`src/rtl/gio_port_bank.sv`:
```
// rtl/gio_port_bank.sv - PicoBlaze port-mapped GPIO bank with read-back outputs,
// synchronised inputs, sticky edge flags, interrupt mask and registered irq.
module gio_port_bank #(
  parameter logic [7:0] BASE_ADDR   = 8'h00,
  parameter int         NUM_OUT     = 1,
  parameter int         NUM_IN      = 1,
  parameter int         SYNC_STAGES = 2,
  parameter int         EDGE_MODE   = 0
) (
  input  logic                 clk,
  input  logic                 rst,
  input  logic [7:0]           address,
  input  logic [7:0]           value_in,
  input  logic                 wen,
  input  logic                 ren,
  output logic [7:0]           value_out,
  input  logic [8*NUM_IN-1:0]  pins_in,
  output logic [8*NUM_OUT-1:0] pins_out,
  output logic                 irq
);

  localparam logic [1:0] GRP_OUT  = 2'd0;
  localparam logic [1:0] GRP_IN   = 2'd1;
  localparam logic [1:0] GRP_EDGE = 2'd2;
  localparam logic [1:0] GRP_MASK = 2'd3;

  if (BASE_ADDR[5:0] != 6'd0) begin : g_bad_base
    $error("gio_port_bank: BASE_ADDR must be 64-aligned");
  end
  if (NUM_OUT < 1 || NUM_OUT > 16) begin : g_bad_out
    $error("gio_port_bank: NUM_OUT must be 1..16");
  end
  if (NUM_IN < 1 || NUM_IN > 16) begin : g_bad_in
    $error("gio_port_bank: NUM_IN must be 1..16");
  end
  if (SYNC_STAGES < 2) begin : g_bad_sync
    $error("gio_port_bank: SYNC_STAGES must be >= 2");
  end
  if (EDGE_MODE < 0 || EDGE_MODE > 2) begin : g_bad_mode
    $error("gio_port_bank: EDGE_MODE must be 0, 1 or 2");
  end

  logic [7:0] r_out   [NUM_OUT];
  logic [7:0] r_sync  [NUM_IN][SYNC_STAGES];
  logic [7:0] r_hist  [NUM_IN];
  logic [7:0] r_edge  [NUM_IN];
  logic [7:0] r_imask [NUM_IN];
  logic [7:0] r_value_out;
  logic       r_irq;

  logic       w_hit;
  logic [1:0] w_grp;
  logic [3:0] w_idx;
  logic       w_wr_out;
  logic       w_wr_edge;
  logic       w_wr_mask;
  logic [7:0] w_in  [NUM_IN];
  logic [7:0] w_set [NUM_IN];
  logic [7:0] w_rdata;
  logic       w_irq_next;

  // BASE_ADDR is 64-aligned, so the offset is simply the low six address bits.
  assign w_hit     = (address[7:6] == BASE_ADDR[7:6]);
  assign w_grp     = address[5:4];
  assign w_idx     = address[3:0];
  assign w_wr_out  = wen && w_hit && (w_grp == GRP_OUT);
  assign w_wr_edge = wen && w_hit && (w_grp == GRP_EDGE);
  assign w_wr_mask = wen && w_hit && (w_grp == GRP_MASK);

  for (genvar j = 0; j < NUM_IN; j++) begin : g_in
    assign w_in[j] = r_sync[j][SYNC_STAGES-1];
    if (EDGE_MODE == 0) begin : g_rise
      assign w_set[j] = w_in[j] & ~r_hist[j];
    end else if (EDGE_MODE == 1) begin : g_fall
      assign w_set[j] = ~w_in[j] & r_hist[j];
    end else begin : g_both
      assign w_set[j] = w_in[j] ^ r_hist[j];
    end
  end

  for (genvar i = 0; i < NUM_OUT; i++) begin : g_out
    assign pins_out[8*i +: 8] = r_out[i];
  end

  always_comb begin
    w_rdata    = 8'h00;
    w_irq_next = 1'b0;
    if (w_hit) begin
      case (w_grp)
        GRP_OUT: begin
          for (int i = 0; i < NUM_OUT; i++)
            if (w_idx == i[3:0]) w_rdata = r_out[i];
        end
        GRP_IN: begin
          for (int j = 0; j < NUM_IN; j++)
            if (w_idx == j[3:0]) w_rdata = w_in[j];
        end
        GRP_EDGE: begin
          for (int j = 0; j < NUM_IN; j++)
            if (w_idx == j[3:0]) w_rdata = r_edge[j];
        end
        default: begin
          for (int j = 0; j < NUM_IN; j++)
            if (w_idx == j[3:0]) w_rdata = r_imask[j];
        end
      endcase
    end
    for (int j = 0; j < NUM_IN; j++)
      w_irq_next = w_irq_next | (|(r_edge[j] & r_imask[j]));
  end

  always_ff @(posedge clk or negedge rst) begin
    if (!rst) begin
      for (int i = 0; i < NUM_OUT; i++) r_out[i] <= 8'h00;
      for (int j = 0; j < NUM_IN; j++) begin
        for (int s = 0; s < SYNC_STAGES; s++) r_sync[j][s] <= 8'h00;
        r_hist[j]  <= 8'h00;
        r_edge[j]  <= 8'h00;
        r_imask[j] <= 8'h00;
      end
      r_value_out <= 8'h00;
      r_irq       <= 1'b0;
    end else begin
      for (int i = 0; i < NUM_OUT; i++)
        if (w_wr_out && (w_idx == i[3:0])) r_out[i] <= value_in;
      for (int j = 0; j < NUM_IN; j++) begin
        r_sync[j][0] <= pins_in[8*j +: 8];
        for (int s = 1; s < SYNC_STAGES; s++) r_sync[j][s] <= r_sync[j][s-1];
        r_hist[j] <= w_in[j];
        if (w_wr_mask && (w_idx == j[3:0])) r_imask[j] <= value_in;
        // A new edge is OR-ed in after the clear, so a simultaneous set survives.
        r_edge[j] <= (r_edge[j] & ~((w_wr_edge && (w_idx == j[3:0])) ? value_in : 8'h00))
                     | w_set[j];
      end
      if (ren) r_value_out <= w_rdata;
      r_irq <= w_irq_next;
    end
  end

  assign value_out = r_value_out;
  assign irq       = r_irq;

endmodule

```
`config.mk`:
```
export PLATFORM = sky130hd
export DESIGN_NAME = gio_port_bank
export DESIGN_NICKNAME = d
export VERILOG_FILES = /design/src/rtl/gio_port_bank.sv
export SDC_FILE = /design/constraint.sdc
export NUM_CORES = 1
export LEC_CHECK = 0
export CORE_ASPECT_RATIO = 0.7
export CORE_MARGIN = 2
export CORE_UTILIZATION = 24
export DETAILED_ROUTE_END_ITERATION = 7
export PLACE_DENSITY = 0.43
export SLEW_MARGIN = 20
export SYNTH_ARGS = -nofsm -noshare
export SYNTH_HDL_FRONTEND = slang
export SYNTH_SLANG_ARGS = --single-unit
```
`constraint.sdc`:
```
create_clock -name clk -period 1.6 [get_ports clk]
set_clock_uncertainty 0.2 [all_clocks]
set_input_delay 0.48 -clock clk [delete_from_list [all_inputs] [get_ports clk]]
set_output_delay 0.48 -clock clk [all_outputs]
set_load 0.05 [all_outputs]
```
# Yosys cells after proc, flatten, opt, wreduce, memory -nomap -nowiden
# Index checks and enable logic that the tools add are counted.
[word_totals] word_cells=35 in_bits=28 out_inout_bits=17 ff_bits=57
[op_classes] bitwise_logic=6 n_eq_ne=3 reduce_logical=11 muxes=7
[ops] cell="8-bit two-way mux" count=6
[ops] cell="8-bit AND" count=3
[ops] cell="8-bit one-hot mux with 3 select lines" count=1
[ops] cell="8-bit NOT" count=2
[ops] cell="8-bit OR" count=1
[ops] cell="8-bit OR reduction" count=1
[ops] cell="1-bit logical AND" count=7
[ops] cell="2-bit equality test, second input constant" count=2
[ops] cell="2-bit zero test" count=2
[ops] cell="4-bit zero test" count=1
[ops] cell="2-bit by 1-bit equality test with 1-bit output, second input constant" count=1

# Depth between registers and ports, before layout
[logic_depth] ltp_word=8 ltp_mapped=5 ltp_nobuf=3

# Worst setup path before layout
# Ideal clock, no wire load.
[synth_timing] kind="input -> register" start="in address[3]" end="reg r_imask[0] (netlist bit)" path_stages=5 path_buffers=2 setup_slack_ns=-0.783 required_ns=1.275 setup_time_ns=0.125 arrival_ns=2.058 path_cell_list="or4_4 buf_6 or4_4 buf_6 mux2_4"
[synth_via] elab_chain_len=2
[synth_rtl] item="from (decl)" line="12" text="input logic [7:0] address,"
[synth_rtl] item="4-bit zero test" line="130" text="if (w_wr_mask && (w_idx == j[3:0])) r_imask[j] <= value_in;"
[synth_rtl] item="1-bit logical AND" line="130"
[synth_rtl] item="to (signal, indexed assignment)" line="130"
[synth_rtl] item="to (decl)" line="47" text="logic [7:0] r_imask [NUM_IN];"
# Every way passes these cells.
# A chain may end at the register's enable or synchronous reset.

# Worst setup path after layout
[layout_timing] start="in address[6]" end="reg r_out (netlist bit pins_out[5])"
[layout_via] elab_chain_len=4
[layout_rtl] item="2-bit zero test" line="63" text="assign w_hit = (address[7:6] == BASE_ADDR[7:6]);"
[layout_rtl] item="1-bit logical AND (2 in a row)" line="66" text="assign w_wr_out = wen && w_hit && (w_grp == GRP_OUT);"
[layout_rtl] item="1-bit logical AND" line="125" text="if (w_wr_out && (w_idx == i[3:0])) r_out[i] <= value_in;"
[layout_rtl] item="to (signal, indexed assignment)" line="125"
[layout_rtl] item="to (decl)" line="43" text="logic [7:0] r_out [NUM_OUT];"
# Every way passes these cells.

==> flow_metrics.tcl <==
set metrics [dict create \
    outcome "complete, but fails checks" \
    violations "setup timing" \
    synth.top_cells.by_count "57 x sky130_fd_sc_hd__dfrtp_1, 9 x sky130_fd_sc_hd__inv_1" \
    max_cap_viol_count 0 \
    fp.coreArea_um2 9035 \
    design.die.area_um2 10100 \
    n_antenna_cell 0 \
    drt_wl_total_um 5735 \
    power.ir.vdd_worst_uv 512.2 \
    wire_length_of_the_first_global_routing_pass_um 8666 \
    yosys_warnings 0 \
    crit_path_max_incr_delay_ns 0.55 \
    cts.htree.levels 3 \
    holdCritPathClass "reg2reg" \
    timing.slew.headroom 0.7855 \
    tritoncts.num_buffers 9 \
    postSynth.topFlopCell "sky130_fd_sc_hd__dfrtp_1" \
    worst_ep_required_time_ns 1.60 \
    ios 45 \
    drc 0 \
    criticalPathCategory "in2reg" \
    endpoint_kind "flop" \
    drt_iter0_markers 57 \
    layout_worst_path_cycle_share 1.291 \
    synth_enable_flop_cells 0 \
    die_height_um 84.67 \
    grt_pass1_vias 1505 \
    finalSetupViolations 33 \
    synthDominantAreaCellType "sky130_fd_sc_hd__dfrtp_1" \
    clock_sink_count 57 \
    worst-slew-pin-transition_ns 0.3218 \
    die_w_um 119.2 \
    hold_viol 0 \
    fin_cells 353 \
    cts.path.max_buffers 2 \
    cts_tree "yes" \
    final_core_utilization 0.4011 \
    slew_violations 0 \
    num_vias 1525 \
    layout_min_cycle_time_ns 2.066 \
    detailedRoute.firstPassIterationCount 4 \
    vias_per_cell 4.320 \
    avg_cell_area_syn_um2 15.49 \
    worstSetupStartpointType "input port" \
    ys_async_sr_fraction 1.000 \
    gp_congestion 0.7564 \
    syn-instance-count 144 \
    fmax_ghz 0.4840 \
    layout-drive-gt1-share 0.4629 \
    cts.reportedPaths.clkPinSlew_ns 0.05 \
    path_common_cell "sky130_fd_sc_hd__buf_6" \
    fp-row-count 29 \
    netlist.area_leader.share 0.6394 \
    antenna_found_initial 0 \
    synth_seq_area_share 0.6394 \
    final_net_count 252 \
    dp_cells 327 \
    critical_path.cell_chain "buf_6 > or4_4 > or4b_4 > buf_6 > mux2_4" \
    p_leak_nw 1.611 \
    synth_cell_types 21 \
    dp.final_hpwl_um 3825 \
    finalWorstSetupSlack_ns -0.4663 \
    grtUsageTotal 0.1184 \
    power.density_cell_area_nw_per_um2 1065 \
    area_growth_pct 62.42 \
    grt_start_max_net_pins 58 \
    synth_area_um2 2231 \
    syn_nets 172 \
    clk_latency_ns 0.33 \
    portBuffers 44 \
    grt_overflow_total 0 \
    fin_setup_tns_ns -9.831 \
    crit_slowest_cell "sky130_fd_sc_hd__or4_4" \
    postSynthRegisterBits 57 \
    wl_per_cell_um 16.25 \
    post_synth_main_area_contributors "sky130_fd_sc_hd__dfrtp_1 64%, sky130_fd_sc_hd__mux4_2 8.1%, sky130_fd_sc_hd__mux2_4 5.4%" \
    initial_utilization 0.2469 \
    worstPathArrival_ns 2.07 \
    yosysMostFrequentCell "sky130_fd_sc_hd__dfrtp_1" \
    critical_path.max_fanout 4 \
    antenna_left 0 \
    grt_setup_unrepaired "true" \
    root_buffer "sky130_fd_sc_hd__clkbuf_16" \
]
==> cells by family after synthesis <==
kind of cell           after synthesis  share of synthesized area
buffers and inverters               19                    0.03870
AOI/OAI and AO/OA                   28                    0.08974
DFF                                 57                     0.6394
and+or+nand+nor                     16                    0.05721
muxes                               24                     0.1750
==> state kept, by name, summed over array words and instances (netlist names) <==
name,flops
pins_out,8
r_edge,8
r_hist,8
r_imask,8
r_sync,8
value_out,8
w_in,8
irq,1
==> layout by cell type, fill, tap and decap left out, types with 9 or more instances in the layout <==
master                            synthesis  final
sky130_fd_sc_hd__inv_1                    9      9
sky130_fd_sc_hd__mux2_4                   8     10
sky130_fd_sc_hd__buf_12                   0     19
sky130_fd_sc_hd__buf_4                    0     26
sky130_fd_sc_hd__clkdlybuf4s50_1          0     17
sky130_fd_sc_hd__dfrtp_1                 57     56
sky130_fd_sc_hd__clkbuf_16                0      9
==> layout make-up <==
cell class,instances,area (µm²)
clock inverter,3,40.04
clock buffer,13,250.2
fill,863,5411
tap,124,155.1
sequential,57,1428
inverter,10,37.54
timing repair buffer,78,894.6
multi-input combinational,68,818.3
==> stage by stage <==
stage	power, mW	setup WS (ns)	hold WS, ns	area [µm²]
after CTS	3.890	-0.4468	0.1460	3495
after global routing	3.995	-0.4747	0.1498	3623
after detailed placement	1.985	-1.145	0.1347	3136
after global placement	1.985	-1.145	0.1338	3136
final	3.861	-0.4663	0.1449	3623
after floorplan	1.721	-0.7819	-0.01559	2243
==> worst max-delay path: cells and delay by family <==
kind	cells	cell delay, ns
buffers and inverters	2	0.24
muxes	1	0.29
and+or+nand+nor	2	1.07
==> repair_timing <==
| action | in CTS | in global routing |
|---|---|---|
| gates resized for setup | 27 | 22 |
| setup endpoints to repair | 40 | 42 |
| hold buffers | 1 | 0 |
| pin swaps | 4 | 1 |
| buffers inserted | 5 | 4 |
| endpoints found under the hold margin | 57 | 0 |
==> report_power, final <==
group	total (mW)	internal, mW	leakage (nW)	switching [mW]
sequential	1.55	1.50	0.693	0.0439
combinational	0.434	0.235	0.774	0.200
clock	1.88	1.24	0.144	0.638
==> worst paths after layout <==
path                             startpoint            to  slack [ns]  cells after the start
worst max-delay path             address[6]   pins_out[5]       -0.47                      5
worst min-delay path             r_sync[12]       w_in[4]        0.14                      0
worst max register to register  pins_out[2]  value_out[2]        0.05                      3
worst min register to register   r_sync[12]       w_in[4]        0.14                      0
max in group asynchronous               rst   pins_out[4]        0.43                      3
min in group asynchronous               rst    r_sync[11]        0.48                      3
==> routing by layer <==
layer	track usage	share of wire
met4	0.05844	0.020
met3	0.03872	0.052
met2	0.1557	0.42
met1	0.1725	0.51
met5	0	0
Power figures use the tool's default switching activity.
==> RTL change 1: new RTL, same settings <==
Put one more register stage on the output `value_out`, without a reset. The value now appears one clock later. The other outputs are not delayed to match.
--- a/src/rtl/gio_port_bank.sv
+++ b/src/rtl/gio_port_bank.sv
@@ -138,5 +138,7 @@
   end
 
-  assign value_out = r_value_out;
+  always_ff @(posedge clk) begin
+    value_out <= r_value_out;
+  end
   assign irq       = r_irq;
 
Behaviour: not the same (Yosys sat finds a counterexample within 4 cycles, from zero or initial values and one cycle with rst low).
==> RTL change 1 against the unedited design <==
The run still ends with negative setup slack left; sequential cell count is 8 higher; sequential share of layout area is 2.6 points higher; final area is 4.3% higher; total power is 7.9% higher; sequential power is 12% higher; clock power is 5% higher; routed wire length is 1.3% lower; combinational power is 3% higher; worst setup slack better by 0.0063 ns; synthesized area is 7.2% higher; register-to-register slack hardly changed; synthesized cell count is 5.6% higher; via count is 0.33% higher; critical path type unchanged; highest routed layer unchanged.
==> RTL change 1: results (changes against the unedited design) <==
metric,value,unit,change
status,finished with violations,,
powerComb,448,uW,+3%
setup_viol,36,,+9.1%
synth_cell_types,22,,+4.8%
synth_nets,180,,+4.7%
numCtsBuffers,9,,unchanged
globalplace.congestion,0.762,,+0.73%
grtUsageMet2,16.5,%,+0.96 points
drtIter0Drc,70,,+23%
first_global_vias,1639,,+8.9%
internal_power,3.23,mW,+8.5%
synth-async-reset-ratio,87.7,%,-12 points
worstReg2RegStart,pins_out[7],,
layout.nets,259,,+2.8%
grt_pass1_wl,9.12,mm,+5.3%
routed_wl,5.66,mm,-1.3%
met1_usage,17.0,%,-0.29 points
drive_above_1_share,44.9,%,-1.4 points
p_leak,1.68,nW,+4.2%
relSlewSlack,79.1,%,+0.52 points
num-fill-cells,921,,+6.7%
crit_end,r_imask[4],,
dp.final_hpwl,3.79,mm,-0.83%
dr_wl_met2,2.46,mm,+3.1%
grtUsageTotal,12.0,%,+0.16 points
dr.max_layer_used,met4,,
met3_usage,4.38,%,+0.51 points
path_max_fanout,8,,+4
synth.area.top_cells,"dfrtp_1, mux4_2, dfxtp_1",,
ir_drop,0.496,mV,-3.2%
seq_area_frac_synth,66.4,%,+2.4 points
wl_met1,2.82,mm,-4.1%
violations,negative setup slack,,
vias,1530,,+0.33%
pg_clk,1.97,mW,+5%
r2r-end,r_value_out[7],,
wl_met3,326,um,+9.4%
layout_setup_ws,-0.460,ns,+0.00628 ns
antenna_cells,0,,unchanged
p_clk_share,47.4,%,-1.3 points
[RTL change 1: cell count changes after synthesis]
cell,unedited run,this run
buf_1,2,1
clkbuf_1,5,6
dfxtp_1,0,8
[RTL change 1: layout make-up]
type,count,share of cell area [%]
repair buffers,77,23.5
clock inverters,4,1.36
well taps,128,4.24
inverters,10,0.993
clock buffers,12,6.79
multi-input cells,68,21.2
flip-flops and latches,65,42.0
[RTL change 1: cell families (layout without fill, tap and decap cells)]
| logic type | after synthesis | after routing | synth area share [%] |
|---|---|---|---|
| buffers and inverters | 19 | 103 | 3.61 |
| AND/OR/NAND/NOR | 16 | 16 | 5.34 |
| AO/OA/AOI/OAI | 28 | 28 | 8.37 |
| flip-flops | 65 | 65 | 66.4 |
| multiplexers | 24 | 24 | 16.3 |
[RTL change 1: how the worst min path moves through the flow]
stage / start / end
final: r_sync[13] / w_in[5]
after global routing: r_sync[15] / w_in[7]
after CTS: r_sync[15] / w_in[7]
after detailed placement: r_sync[15] / w_in[7]
after global placement: r_sync[11] / w_in[3]
after floorplan: rst / irq
[RTL change 1: worst register-to-register path, cell delays in order, from the launching register on]
cell and delay, ns:
dfrtp_1 0.42, buf_4 0.15, mux4_2 0.46, a22o_1 0.21
[RTL change 1: metrics by stage]
step	setup TNS, ns	worst slack [ns]	hold WS (ns)	cell area (um2)	std cells
global placement	-29.25	-1.16	0.132	3310	340
CTS	-9.56	-0.454	0.145	3680	363
finish	-8.74	-0.460	0.144	3780	364
detailed placement	-29.36	-1.16	0.135	3310	340
global route	-10.04	-0.482	0.148	3780	364
floorplan	-16.55	-0.782	-0.0156	2400	152
[RTL change 1: what timing repair did]
item                                   CTS  global route
setup endpoints to repair               40            41
buffers inserted                         5             2
hold buffers                             1             0
cloned                                   1             0
pin swaps                                4             4
endpoints found under the hold margin   57             0
gates resized for setup                 23            21
==> RTL change 2: new RTL, same settings <==
Made on the original files. `NUM_IN`: 1 -> 2.
--- a/src/rtl/gio_port_bank.sv
+++ b/src/rtl/gio_port_bank.sv
@@ -4,5 +4,5 @@
   parameter logic [7:0] BASE_ADDR   = 8'h00,
   parameter int         NUM_OUT     = 1,
-  parameter int         NUM_IN      = 1,
+  parameter int         NUM_IN      = 2,
   parameter int         SYNC_STAGES = 2,
   parameter int         EDGE_MODE   = 0
Ports: changed (resized pins_in); port bits go from 45 to 53. The function was not compared with the original's and may differ.
==> RTL change 2 against the unedited design <==
The flow still finishes with violations (negative setup slack); first-iteration DRC count grew 110%; sequential cell count grew 40; register-to-register slack better by 0.04 ns; core utilization fell by 3.3 points; synthesized area is 72% higher; worst setup slack better by 0.23 ns; total power up 46%; final area up 58%; routed wire length is 84% higher.
==> RTL change 2: results (changes against the unedited design) <==
metric,value,unit,change
status,finished with violations,,
violations,negative setup slack,,
post_cts_buffers,11,,+6
drive_above_1_share,47.0,%,+0.68 points
grt_pass1_wl,17.0,mm,+96%
critPathSlowestCell,or3b_4,,
hp-start,r_sync[15],,
dr.max_layer_used,met4,,
clkSlewWorstSetupHoldPaths,0.07,ns,+0.02 ns
ir_drop,0.472,mV,-7.9%
placed_cells,564,,+72%
r2r-end,value_out[5],,
syn_avg_cell_area,13.6,um2,-12%
ff2ff_path_depth,4,,+1
layout.nets,427,,+69%
vias,2670,,+75%
seq_area_frac_synth,63.4,%,-0.54 points
worstReg2RegStart,r_edge[13],,
first_global_vias,2884,,+92%
worst_pin_slew,0.340,ns,+0.0178 ns
wl_met1,5.17,mm,+76%
p_leak,2.52,nW,+57%
tns,-8.24,ns,+1.59 ns
via_per_inst,4.48,,+3.7%
layout_setup_ws,-0.232,ns,+0.235 ns
dr.pass1.iters,6,,+2
synth.area.top_cells,"dfrtp_1, mux2_2, a22o_1",,
grtUsageTotal,13.5,%,+1.6 points
synth_compound_gate_area_share,12.0,%,+3.0 points
synth_mux_area_share,13.4,%,-4.1 points
wl_per_cell,17.7,um,+9.2%
wl_met3,507,um,+70%
placed_area,5070,um2,+62%
dp.final_hpwl,7.36,mm,+92%
synth_cell_types,37,,+76%
grt_start_max_net_pins,28,,-52%
post_cts_resized,78,,+190%
fin_hold_ws,0.146,ns,+0.00115 ns
place_ws,-0.949,ns,+0.196 ns
critPathMaxStageDelay,0.41,ns,-0.14 ns
synth_common_cells,"dfrtp_1, mux2_2, nand2_1, a22o_1, inv_1",,
rrSetupSlack,0.09,ns,+0.04 ns
internal_power,4.27,mW,+43%
required,1.63,ns,+0.03 ns
setup_viol,62,,+88%
synth_nets,317,,+84%
portBuffers,52,,+18%
## RTL change 2: cell types whose count changed in the layout (fill, tap and decap cells not counted), sizes merged, moves of 12 or more
cell   change
mux2      +22
buf       +26
nand2     +25
a22o      +12
dfrtp     +40
## RTL change 2: power groups by stage
stage	clock (mW)	sequential, mW	combinational (mW)
3_3_place_gp	0	2.68	0.622
2_1_floorplan	0	2.73	0.168
4_1_cts	2.39	2.63	0.662
6_report	2.33	2.63	0.677
5_1_grt	2.49	2.65	0.726
3_5_place_dp	0	2.68	0.626
## RTL change 2: worst reg2reg max path, stage by stage (launching register included)
cell       delay (ns)
dfrtp_1          0.36
or4bb_1          0.51
a21oi_2          0.18
a211oi_2         0.06
o2bb2ai_1        0.12
## RTL change 2: worst max-delay path by stage
| stage | startpoint | end | slack (ns) |
|---|---|---|---|
| final | address[7] | r_edge[5] | -0.23 |
| after global routing | address[7] | r_edge[5] | -0.29 |
| after CTS | address[2] | r_edge[4] | -0.27 |
| after detailed placement | address[1] | r_imask[12] | -0.95 |
| after global placement | address[1] | r_edge[10] | -0.95 |
| after floorplan | address[1] | pins_out[6] | -0.42 |
## RTL change 2: cell families (layout without fill, tap and decap cells)
group           Yosys count  after routing
compound gates           63             63
buf+inv                  26            141
flops                    97             97
simple gates             49             49
mux                      46             46
## RTL change 2: routing by layer
metal | up-vias | GRT usage (%)
li1 | 1240 | -
met1 | 1349 | 18.7
met2 | 64 | 20.5
met3 | 17 | 3.86
met4 | 0 | 3.90
met5 | - | 0
## RTL change 2: final cells by class
cell class	count	area, um2
sequential	97	2430
multi-input combinational	158	1440
fill	1524	9830
timing repair buffer	107	1200
clock buffer	9	225
tap	200	250
inverter	18	67.6
clock inverter	7	95.1
